--- config.mk ---
export PLATFORM = sky130hd
export DESIGN_NAME = meas_autorange_formatter
export DESIGN_NICKNAME = d
export VERILOG_FILES = /design/src/rtl/meas_pkg.sv /design/src/rtl/bin2bcd_serial.sv /design/src/rtl/meas_autorange_formatter.sv
export SDC_FILE = /design/constraint.sdc
export NUM_CORES = 2
export LEC_CHECK = 0
export CAP_MARGIN = 20
export CORE_ASPECT_RATIO = 2
export CORE_UTILIZATION = 60
export DETAILED_ROUTE_END_ITERATION = 10
export GPL_TIMING_DRIVEN = 0
export PLACE_DENSITY = 0.87
export SYNTH_ARGS = -nofsm -noshare
export SYNTH_HDL_FRONTEND = slang
export SYNTH_SLANG_ARGS = --single-unit
--- constraint.sdc ---
create_clock -name clk -period 23.2 [get_ports clk]
set_input_delay 4.64 -clock clk [delete_from_list [all_inputs] [get_ports clk]]
set_output_delay 4.64 -clock clk [all_outputs]
set_load 0.01 [all_outputs]
--- src/rtl/meas_pkg.sv ---
// Shared constants, state encoding and BCD helpers for the frequency/period
// display formatter.
package meas_pkg;

  localparam int VAL_W   = 40;
  localparam int BCD_DIG = 12;
  localparam int BCD_W   = 4 * BCD_DIG;

  localparam logic [1:0] UNIT_HZ  = 2'd0;
  localparam logic [1:0] UNIT_KHZ = 2'd1;
  localparam logic [1:0] UNIT_MHZ = 2'd2;

  localparam logic [1:0] UNIT_NS = 2'd0;
  localparam logic [1:0] UNIT_US = 2'd1;
  localparam logic [1:0] UNIT_MS = 2'd2;
  localparam logic [1:0] UNIT_S  = 2'd3;

  typedef enum logic [2:0] {
    ST_IDLE   = 3'd0,
    ST_DIV    = 3'd1,
    ST_BCD    = 3'd2,
    ST_ROUND  = 3'd3,
    ST_SELECT = 3'd4
  } state_t;

  // Index of the most significant nonzero digit; 0 for a zero value.
  function automatic logic [3:0] msd_index(input logic [BCD_W-1:0] v);
    logic [3:0] p;
    p = 4'd0;
    for (int i = 0; i < BCD_DIG; i++) begin
      if (v[4*i +: 4] != 4'd0) p = 4'(i);
    end
    return p;
  endfunction

  function automatic logic [3:0] low_index(input logic [3:0] p, input int digits);
    return (int'(p) >= digits) ? 4'(int'(p) - digits + 1) : 4'd0;
  endfunction

  // Add 5 at digit lo-1 and ripple the decimal carry upward.
  function automatic logic [BCD_W-1:0] round_bcd(input logic [BCD_W-1:0] v,
                                                 input logic [3:0] lo);
    logic [BCD_W-1:0] r;
    logic             c;
    logic [4:0]       s;
    r = v;
    c = 1'b0;
    if (lo != 4'd0) begin
      for (int i = 0; i < BCD_DIG; i++) begin
        s = {1'b0, v[4*i +: 4]} + ((i == int'(lo) - 1) ? 5'd5 : 5'd0) + {4'd0, c};
        if (s > 5'd9) begin
          r[4*i +: 4] = 4'(s - 5'd10);
          c           = 1'b1;
        end else begin
          r[4*i +: 4] = s[3:0];
          c           = 1'b0;
        end
      end
    end
    return r;
  endfunction

  // One double-dabble step: add 3 to digits >= 5, then shift in the next bit.
  function automatic logic [BCD_W-1:0] dabble_step(input logic [BCD_W-1:0] bcd,
                                                   input logic b);
    logic [BCD_W-1:0] adj;
    adj = bcd;
    for (int i = 0; i < BCD_DIG; i++) begin
      if (bcd[4*i +: 4] >= 4'd5) adj[4*i +: 4] = bcd[4*i +: 4] + 4'd3;
    end
    return (adj << 1) | BCD_W'(b);
  endfunction

endpackage

--- src/rtl/bin2bcd_serial.sv ---
// Serial binary to BCD converter: VAL_W cycles from start (the start cycle
// performs the first step), done stays high until the next start.
module bin2bcd_serial
  import meas_pkg::*;
(
  input  logic             clk,
  input  logic             rst_n,
  input  logic             start,
  input  logic [VAL_W-1:0] value,
  output logic [BCD_W-1:0] bcd,
  output logic             done
);

  logic [VAL_W-1:0] bin_q;
  logic [5:0]       count_q;

  always_ff @(posedge clk or negedge rst_n) begin
    if (!rst_n) begin
      bcd     <= '0;
      bin_q   <= '0;
      count_q <= '0;
      done    <= 1'b0;
    end else if (start) begin
      bcd     <= dabble_step('0, value[VAL_W-1]);
      bin_q   <= value << 1;
      count_q <= 6'(VAL_W - 1);
      done    <= 1'b0;
    end else if (count_q != 6'd0) begin
      bcd     <= dabble_step(bcd, bin_q[VAL_W-1]);
      bin_q   <= bin_q << 1;
      count_q <= count_q - 6'd1;
      done    <= (count_q == 6'd1);
    end
  end

endmodule

--- src/rtl/meas_autorange_formatter.sv ---
// Turns a measured period count into auto-ranged BCD frequency and period
// readings with a fixed 82-cycle latency from start to out_valid.
module meas_autorange_formatter
  import meas_pkg::*;
#(
  parameter int CLOCK_FREQ = 50000000,
  parameter int CNT_W      = 32,
  parameter int DIGITS     = 4
) (
  input  logic                clk,
  input  logic                rst_n,
  input  logic                start,
  input  logic [CNT_W-1:0]    period_cnt,
  output logic                busy,
  output logic                out_valid,
  output logic                err,
  output logic [4*DIGITS-1:0] freq_digits,
  output logic [2:0]          freq_point,
  output logic [1:0]          freq_unit,
  output logic [4*DIGITS-1:0] period_digits,
  output logic [2:0]          period_point,
  output logic [1:0]          period_unit
);

  localparam int     DW         = 4 * DIGITS;
  localparam longint NS_PER     = longint'(1000000000) / longint'(CLOCK_FREQ);
  localparam longint DIVIDEND_L = longint'(CLOCK_FREQ) * 1000;
  localparam longint MAX_P      = ((longint'(1) << CNT_W) - 1) * NS_PER;
  localparam logic [VAL_W-1:0] DIVIDEND = VAL_W'(DIVIDEND_L);
  localparam logic [VAL_W-1:0] NS_PER_V = VAL_W'(NS_PER);
  localparam logic [5:0]       LAST_STEP = 6'(VAL_W - 1);

  if (longint'(1000000000) % longint'(CLOCK_FREQ) != 0) begin : g_bad_clock
    $error("CLOCK_FREQ must divide 1e9 exactly");
  end
  if (DIVIDEND_L >= 64'd1000000000000 || MAX_P >= 64'd1000000000000) begin : g_bad_range
    $error("values must stay below 1e12 to fit 12 BCD digits");
  end
  if (DIGITS < 4 || DIGITS > 8) begin : g_bad_digits
    $error("DIGITS must be in 4..8");
  end

  state_t           state_q, state_d;
  logic [5:0]       cnt_q;
  logic             err_q;
  logic [CNT_W-1:0] div_q;
  logic [CNT_W-1:0] rem_q;
  logic [VAL_W-1:0] quo_q;
  logic [VAL_W-1:0] pns_q;
  logic [BCD_W-1:0] f_bcd, p_bcd, f_rnd_q, p_rnd_q;
  logic             f_done, p_done, bcd_start;

  // Restoring division step: quo_q shifts dividend bits out and quotient bits in.
  logic [CNT_W:0]   rem_sh, diff;
  logic             ge;
  logic [CNT_W-1:0] rem_nx;

  always_comb begin
    rem_sh = {rem_q, quo_q[VAL_W-1]};
    diff   = rem_sh - {1'b0, div_q};
    ge     = ~diff[CNT_W];
    rem_nx = ge ? diff[CNT_W-1:0] : rem_sh[CNT_W-1:0];
  end

  always_ff @(posedge clk or negedge rst_n) begin
    if (!rst_n) state_q <= ST_IDLE;
    else        state_q <= state_d;
  end

  always_comb begin
    state_d = state_q;
    case (state_q)
      ST_IDLE:   if (start) state_d = ST_DIV;
      ST_DIV:    if (cnt_q == LAST_STEP) state_d = ST_BCD;
      ST_BCD:    if (cnt_q == LAST_STEP) state_d = ST_ROUND;
      ST_ROUND:  state_d = ST_SELECT;
      ST_SELECT: state_d = ST_IDLE;
      default:   state_d = ST_IDLE;
    endcase
  end

  assign busy      = (state_q != ST_IDLE);
  assign bcd_start = (state_q == ST_BCD) && (cnt_q == 6'd0) && !err_q;

  bin2bcd_serial u_freq_bcd (
    .clk   (clk),
    .rst_n (rst_n),
    .start (bcd_start),
    .value (quo_q),
    .bcd   (f_bcd),
    .done  (f_done)
  );

  bin2bcd_serial u_period_bcd (
    .clk   (clk),
    .rst_n (rst_n),
    .start (bcd_start),
    .value (pns_q),
    .bcd   (p_bcd),
    .done  (p_done)
  );

  // Range selection on the rounded values.
  logic [3:0]    f_p, f_lo, f_exp, p_p, p_lo, p_exp;
  logic [1:0]    f_unit_n, p_unit_n;
  logic [DW-1:0] f_dig_n, p_dig_n;

  always_comb begin
    f_p   = msd_index(f_rnd_q);
    f_lo  = low_index(f_p, DIGITS);
    p_p   = msd_index(p_rnd_q);
    p_lo  = low_index(p_p, DIGITS);
    f_unit_n = UNIT_MHZ;
    f_exp    = 4'd9;
    if (f_p < 4'd6) begin
      f_unit_n = UNIT_HZ;
      f_exp    = 4'd3;
    end else if (f_p < 4'd9) begin
      f_unit_n = UNIT_KHZ;
      f_exp    = 4'd6;
    end
    p_unit_n = UNIT_S;
    p_exp    = 4'd9;
    if (p_p < 4'd3) begin
      p_unit_n = UNIT_NS;
      p_exp    = 4'd0;
    end else if (p_p < 4'd6) begin
      p_unit_n = UNIT_US;
      p_exp    = 4'd3;
    end else if (p_p < 4'd9) begin
      p_unit_n = UNIT_MS;
      p_exp    = 4'd6;
    end
    f_dig_n = DW'(f_rnd_q >> {f_lo, 2'b00});
    p_dig_n = DW'(p_rnd_q >> {p_lo, 2'b00});
  end

  always_ff @(posedge clk or negedge rst_n) begin
    if (!rst_n) begin
      cnt_q         <= '0;
      err_q         <= 1'b0;
      div_q         <= '0;
      rem_q         <= '0;
      quo_q         <= '0;
      pns_q         <= '0;
      f_rnd_q       <= '0;
      p_rnd_q       <= '0;
      out_valid     <= 1'b0;
      err           <= 1'b0;
      freq_digits   <= '0;
      freq_point    <= '0;
      freq_unit     <= '0;
      period_digits <= '0;
      period_point  <= '0;
      period_unit   <= '0;
    end else begin
      cnt_q     <= (state_q == ST_IDLE || state_d != state_q) ? 6'd0 : cnt_q + 6'd1;
      out_valid <= (state_q == ST_SELECT);
      case (state_q)
        ST_IDLE: begin
          if (start) begin
            div_q <= period_cnt;
            err_q <= (period_cnt == '0);
            rem_q <= '0;
            quo_q <= DIVIDEND;
            pns_q <= VAL_W'(period_cnt) * NS_PER_V;
          end
        end
        ST_DIV: begin
          if (!err_q) begin
            rem_q <= rem_nx;
            quo_q <= {quo_q[VAL_W-2:0], ge};
          end
        end
        ST_ROUND: begin
          // Zero-period runs never start the converters, so stale BCD is discarded.
          f_rnd_q <= (f_done && !err_q) ? round_bcd(f_bcd, low_index(msd_index(f_bcd), DIGITS)) : '0;
          p_rnd_q <= (p_done && !err_q) ? round_bcd(p_bcd, low_index(msd_index(p_bcd), DIGITS)) : '0;
        end
        ST_SELECT: begin
          err <= err_q;
          if (err_q) begin
            freq_digits   <= '0;
            freq_point    <= '0;
            freq_unit     <= '0;
            period_digits <= '0;
            period_point  <= '0;
            period_unit   <= '0;
          end else begin
            freq_digits   <= f_dig_n;
            freq_point    <= 3'(f_exp - f_lo);
            freq_unit     <= f_unit_n;
            period_digits <= p_dig_n;
            period_point  <= 3'(p_exp - p_lo);
            period_unit   <= p_unit_n;
          end
        end
        default: ;
      endcase
    end
  end

endmodule

# Word level (Yosys, flattened, before mapping)
# Cells that the tools add are included.
op_classes:
  n_addsub: 110
  multipliers: 1
  magnitude_cmp: 57
  n_eq_ne: 32
  shift: 2
  muxes: 284
  n_bitwise: 3
  n_reduce_logical: 65
ops:
  columns: ["operator", "count"]
  rows:
  - ["two-way mux 4 bit", 134]
  - ["two-way mux 48 bit", 8]
  - ["two-way mux 40 bit", 6]
  - ["nonzero test 4 bit", 46]
  - ["adder 4 x 3 -> 5 bit", 24]
  - ["> comparator 5 x 4 -> 1 bit (second input constant)", 24]
  - ["two-way mux 3 bit", 40]
  - ["greater-or-equal comparator 4 x 3 -> 1 bit (second input constant)", 28]
  - ["adder 5 x 1 -> 5 bit", 22]
  - ["adder 4 x 2 -> 4 bit (second input constant)", 26]
  - ["zero test 32 bit", 3]
  - ["two-way mux 32 bit", 3]
  - ["OR 48 x 1 -> 48 bit", 2]
  - ["right shift 48 x 6 -> 16 bit", 2]
  - ["subtractor 4 bit (second input constant)", 24]
  - ["one-hot mux 40 bit (2 select lines)", 1]
  - ["two-way mux 1 bit", 75]
  - ["one-hot mux 32 bit (2 select lines)", 1]
  - ["equality test 4 x 5 -> 1 bit (first input constant)", 8]
  - ["equality test 5 bit (first input constant)", 8]
  - ["multiplier 32 x 3 -> 35 bit (second input constant)", 1]
  - ["subtractor 33 x 32 -> 33 bit", 1]
  - ["two-way mux 16 bit", 2]
  - ["two-way mux 6 bit", 5]
  - ["other kinds (31)", 60]
totals:
  reg_bits: 479
  inputBits: 35
  output_inout_bits: 45
  word_cells: 579

# Depth between registers and ports, before layout
depth:
  word_depth: 79
  depth_mapped: 113
  mapped_depth_nobuf: 108

# By module
# From an unflattened synthesis, not the netlist that was laid out.
unflattened:
  hier_cells: 4143
  hier_area_um2: 34677.0
modules_own_cells:
  columns: ["mod", "n_inst", "cells_each", "area_each_um2", "seq_area_each_um2"]
  rows:
  - ["meas_autorange_formatter", 1, 2743, 23129.7, 7181.9]
  - ["bin2bcd_serial (u_period_bcd)", 1, 700, 5775.5, 2352.3]
  - ["bin2bcd_serial (u_freq_bcd)", 1, 700, 5771.8, 2352.3]

# Least setup slack after synthesis
# OpenSTA, ideal clock, no wires.
synth_path:
  path_type: "register -> register"
  start: "register u_period_bcd.bcd[16]"
  end: "register p_rnd_q[46]"
  setup_time_ps: 83
  arrival_time_ps: 19555
  t_required_ps: 23117
  slack_ps: 3562
  stages_incl_launch_ff: 108
  path_buffers: 5
  period_less_slack_ps: 19638
  cell_sequence: "dfrtp_1 -> inv_1 -> ha_1 -> nor3b_1 -> a21boi_0 -> o21ai_0 -> a21oi_1 -> o21ai_0 -> nand2_1 -> ha_1 -> inv_1 -> a41o_1 -> mux2i_1 -> nor2_1 -> nand2_1 -> nor3_1 -> ha_1 -> xnor2_1 -> (+72 left out) -> a21oi_1 -> nor3_1 -> o32ai_1 -> fa_1 -> inv_1 -> ha_1 -> a211oi_1 -> nor2_1 -> o22ai_1 -> fa_1 -> inv_1 -> ha_1 -> xnor2_1 -> ha_1 -> a22oi_1 -> a22oi_1 -> mux2_2 -> o21ai_0"
synth_via:
  elab_chain_cells: 76
  word_cells_on_any_way: 112
  cone_classes: "add/sub (27); order compare (13); eq/ne (11); mux (58); reduce/logical (3)"
synth_lines:
  columns: ["item", "line_no", "source"]
  rows:
  - ["from (decl)", "bin2bcd_serial.sv:10", "output logic [BCD_W-1:0] bcd,"]
  - ["from (signal assigned)", "bin2bcd_serial.sv:24", "bcd <= dabble_step('0, value[VAL_W-1]);"]
  - ["from (signal assigned)", "bin2bcd_serial.sv:29", "bcd <= dabble_step(bcd, bin_q[VAL_W-1]);"]
  - ["nonzero test 4 bit", "meas_pkg.sv:31", "if (v[4*i +: 4] != 4'd0) p = 4'(i);"]
  - ["two-way mux 4 bit (8 in a row)", "meas_pkg.sv:31", null]
  - ["two-way mux 4 bit", "meas_autorange_formatter.sv:159", "case (state_q)"]
  - ["subtractor 4 x 3 -> 4 bit", "meas_pkg.sv:37", "return (int'(p) >= digits) ? 4'(int'(p) - digits + 1) : 4'd0;"]
  - ["adder 4 x 2 -> 4 bit", "meas_pkg.sv:37", null]
  - ["two-way mux 4 bit", "meas_pkg.sv:37", null]
  - ["subtractor 4 x 1 -> 5 bit", "meas_pkg.sv:50", "s = {1'b0, v[4*i +: 4]} + ((i == int'(lo) - 1) ? 5'd5 : 5'd0) + {4'd0, c};"]
  - ["zero test 32 bit", "meas_pkg.sv:50", null]
  - ["(+53 left out)", null, null]
  - ["two-way mux 1 bit", "meas_pkg.sv:51", "if (s > 5'd9) begin"]
  - ["two-way mux 1 bit", "meas_pkg.sv:48", "if (lo != 4'd0) begin"]
  - ["two-way mux 1 bit", "meas_autorange_formatter.sv:159", null]
  - ["adder 5 x 1 -> 5 bit", "meas_pkg.sv:50", null]
  - ["subtractor 4 bit or > comparator 5 x 4 -> 1 bit (tied branches)", "meas_pkg.sv:52, meas_pkg.sv:51", null]
  - ["two-way mux 4 bit", "meas_pkg.sv:51", null]
  - ["two-way mux 48 bit *", "meas_pkg.sv:48", null]
  - ["two-way mux 48 bit *", "meas_autorange_formatter.sv:178", "p_rnd_q <= (p_done && !err_q) ? round_bcd(p_bcd, low_index(msd_index(p_bcd), DIGITS)) : '0;"]
  - ["to (signal assigned)", "meas_autorange_formatter.sv:178", null]
  - ["to (decl)", "meas_autorange_formatter.sv:50", "logic [BCD_W-1:0] f_bcd, p_bcd, f_rnd_q, p_rnd_q;"]
# Every way passes the cells marked *; elsewhere a longest branch is shown, timed or not. The select of a mux whose other input is x is not followed.
# A chain may end at the register's enable or synchronous reset.

# Worst setup path in the final report
layout_path:
  start: "register u_period_bcd.bcd[20]"
  end: "register p_rnd_q[45]"
layout_via:
  elab_chain_cells: 75
  word_cells_on_any_way: 111
  cone_classes: "add/sub (27); order compare (13); eq/ne (11); mux (57); reduce/logical (3)"
layout_lines:
  columns: ["item", "line_no"]
  rows:
  - ["nonzero test 4 bit", "meas_pkg.sv:31"]
  - ["two-way mux 4 bit (7 in a row)", "meas_pkg.sv:31"]
  - ["two-way mux 4 bit", "meas_autorange_formatter.sv:159"]
  - ["subtractor 4 x 3 -> 4 bit", "meas_pkg.sv:37"]
  - ["adder 4 x 2 -> 4 bit", "meas_pkg.sv:37"]
  - ["two-way mux 4 bit", "meas_pkg.sv:37"]
  - ["subtractor 4 x 1 -> 5 bit", "meas_pkg.sv:50"]
  - ["zero test 32 bit", "meas_pkg.sv:50"]
  - ["(+53 left out)", null]
  - ["two-way mux 1 bit", "meas_pkg.sv:51"]
  - ["two-way mux 1 bit", "meas_pkg.sv:48"]
  - ["two-way mux 1 bit", "meas_autorange_formatter.sv:159"]
  - ["adder 5 x 1 -> 5 bit", "meas_pkg.sv:50"]
  - ["subtractor 4 bit or > comparator 5 x 4 -> 1 bit (tied branches)", "meas_pkg.sv:52, meas_pkg.sv:51"]
  - ["two-way mux 4 bit", "meas_pkg.sv:51"]
  - ["two-way mux 48 bit *", "meas_pkg.sv:48"]
  - ["two-way mux 48 bit *", "meas_autorange_formatter.sv:178"]
# Marked as above.

==> impl_metrics.yaml <==
cts:
  hold_buffers: 0
  h-tree-depth: 2
  cts_root_buf: "clkbuf_16"
  clock_sinks: 473
  clock_latency_ns: 0.60
  path_clk_slew_ns: 0.07
  clock_path_buffers: 3
  cts_made_buffers: 44
  cts_tree: "done"
die:
  core_sq_mm: 0.0556
  start_util_pct: 61.0
  ios: 80
  die_y_um: 338
  design.die.area_sq_mm: 0.0575
  rows: 122
  die_x_um: 170
synth:
  postSynth.asyncResetShare_pct: 100
  synth_top_area_share_pct: 34.9
  yosysUniqueCellTypes: 100
  ys_seq_area_share_pct: 34.9
  synth-edff-count: 0
  netlist.top_cell.by_area: "dfrtp_1"
  synthTopCellsByCount: "nand2_1, dfrtp_1, nor2_1"
  yosys_warnings: 0
  yosysMostFrequentCell: "nand2_1"
  syn_inst: 4030
  synth_ff_type: "dfrtp_1"
  synth_area_per_cell_sq_um: 8.41
  synth_area_leaders: "dfrtp_1, ha_1, nand2_1"
  synthesis.area_sq_mm: 0.0339
  ys_ff_latch: 473
setup_path:
  crit_path_end: "p_rnd_q[45]"
  reg2reg_from: "u_period_bcd.bcd[20]"
  criticalPathCategory: "register to register"
  end_kind: "register"
  required_ns: 23.68
  startpoint_type: "register"
  worstPathMaxFanout: 9
  rr_worst_depth: 104
  cp-startpoint: "u_period_bcd.bcd[20]"
  max_stage_delay_ns: 0.48
  arrival_ns: 22.20
  r2r_setup_slack_ns: 1.48
  r2r_end: "p_rnd_q[45]"
  cpMaxStageDelayCell: "nor3b_1"
  crit_top_cell: "inv_1"
sta:
  skew_ns: 0.0159
  fmax_mhz: 46.0
  finalCritPeriodShare_pct: 93.6
  setup_violations: 0
  hold_viol_final: 0
  period_minus_slack_ns: 21.72
  rsz0062_at_grt: "yes"
  worst_pin_slew_ns: 1.04
  final_max_slew_viol_count: 0
  tns_ns: 0
  slew_headroom_pct: 28.7
power_and_ir_drop:
  vdd_ir_drop_max_v: 0.000121
  powerDensity_mw_per_mm2: 145
  p_sw_mw: 2.58
  power_leakage_nw: 16.8
  intPower_mw: 2.87
  clock_power_share_pct: 14.9
  seqPwrFrac_pct: 25.2
  swShare_pct: 47.4
  pwr-share-comb_pct: 59.9
grt:
  track_usage_pct: 36.6
  grt_max_degree: 100
  grt_overflow: 0
  antenna_found_initial: 0
  grt_pass1_wl_um: 164000
  grt_pass1_vias: 31800
cells_and_area:
  finalNetCount: 4466
  num_antenna_cells: 0
  post-route-util_pct: 67.4
  areaGrowthSynthToFinish_pct: 10.6
  drive_gt1_share_pct: 5.71
routing:
  drc: 0
  ant_nets: 0
  wl_um: 104000
  routed-via-count: 31700
  wl_per_cell_um: 21.0
  drtIter0Drc: 2575
  avgViaCountPerCell: 6.41
  drtPass1Iterations: 6
run_status:
  status: "finished clean"
placed_design:
  gp_congestion: 1.03
  portBuffers: 79
  dp_hpwl_um: 77400
worst_hold_path:
  hold_class: "register to register"
  hold_start: "period_point[1]"
flow_run:
  maxCapViolCount: 0
[critical path: cells and delay by family (launching register included)]
family	cells	cell delay (ns)
AOI/OAI and AO/OA	30	5.88
buffers and inverters	19	1.95
muxes	1	0.33
xor gates and xnor gates	4	0.70
and+or+nand+nor	21	3.91
DFF	1	0.41
adders and majority gates	29	8.42
[kinds of logic (layout without fill, tap and decap cells)]
logic type | after synthesis | after routing | share of synthesized area [%]
muxes | 120 | 120 | 4.80
adders and majority gates | 266 | 266 | 10.4
DFF | 473 | 473 | 34.9
AOI/OAI and AO/OA | 1130 | 1130 | 21.8
and+or+nand+nor | 1414 | 1414 | 18.7
buffers and inverters | 481 | 645 | 5.64
xor gates and xnor gates | 144 | 144 | 3.72
other | 2 | 8 | 0.0222
[layout make-up]
| cell class | count | area [sq um] |
|---|---|---|
| repair buffers | 89 | 943 |
| flip-flops and latches | 473 | 11800 |
| multi-input cells | 3082 | 20300 |
| inverters | 248 | 931 |
| clock buffers | 51 | 1180 |
| fillers | 4486 | 18100 |
| clock inverters | 28 | 413 |
| well taps | 744 | 931 |
| plain buffers | 229 | 965 |
[through the flow]
step	std cells	area [sq um]	hold WS, ns	worst slack [ns]	total power [mW]
after floorplan	4036	33900	0.439	3.56	3.69
after global placement	4859	35600	0.457	-3.26	4.40
after detailed placement	4864	35800	0.462	0.651	4.51
after CTS	4943	37300	0.479	0.629	5.35
after global routing	4944	37500	0.498	-0.189	5.84
final	4944	37500	0.476	1.48	5.45
[flip-flops by register name, indices dropped and copies added, names as in the netlist, 2 cells and up]
| register | flops |
|---|---|
| u_freq_bcd.count_q | 6 |
| u_period_bcd.count_q | 6 |
| rem_q | 32 |
| u_period_bcd.bcd | 48 |
| cnt_q | 6 |
| period_unit | 2 |
| quo_q | 40 |
| u_freq_bcd.bin_q | 39 |
| freq_point | 3 |
| f_rnd_q | 48 |
| div_q | 32 |
| period_point | 3 |
| state_q | 3 |
| period_digits | 16 |
| u_freq_bcd.bcd | 48 |
| freq_unit | 2 |
| freq_digits | 16 |
| p_rnd_q | 48 |
| pns_q | 33 |
| u_period_bcd.bin_q | 37 |
[metal layers]
metal / wire, um / GRT usage [%]
met2: 52500 / 65.4
met5: 0 / 0
met3: 5700 / 4.97
met4: 10700 / 33.9
met1: 34700 / 36.3
[power groups by stage]
stage | combinational, mW | clock, mW | sequential, mW
6_report | 3.27 | 0.813 | 1.37
5_1_grt | 3.59 | 0.848 | 1.40
4_1_cts | 3.18 | 0.816 | 1.35
3_5_place_dp | 3.14 | 0 | 1.37
3_3_place_gp | 3.04 | 0 | 1.36
2_1_floorplan | 2.42 | 0 | 1.27
[cells in the final DEF, fill, tap and decap left out, types with 69 or more instances in the layout]
| master | synthesis | final |
|---|---|---|
| inv_1 | 245 | 245 |
| dfrtp_1 | 473 | 473 |
| o21ai_0 | 295 | 294 |
| a21oi_1 | 258 | 258 |
| mux2i_1 | 69 | 69 |
| xnor2_1 | 115 | 115 |
| nand3_1 | 93 | 93 |
| clkbuf_1 | 183 | 181 |
| ha_1 | 238 | 236 |
| a31oi_1 | 111 | 110 |
| nor2_1 | 329 | 329 |
| clkdlybuf4s50_1 | 0 | 78 |
| nand2_1 | 667 | 667 |
[how the worst min path moves through the flow]
stage / endpoint / slack, ns / cells past startpoint
floorplan: pns_q[24] / 0.44 / 2
global placement: pns_q[24] / 0.46 / 2
detailed placement: pns_q[24] / 0.46 / 2
CTS: pns_q[24] / 0.48 / 2
global route: pns_q[4] / 0.50 / 2
finish: period_point[1] / 0.48 / 2
[timing repair]
item | 4_1_cts | 5_1_grt
resized for setup | 0 | 22
setup endpoints to repair | 0 | 8
buffers inserted | 0 | 3
No activity file was read; power rests on OpenSTA's default activity.
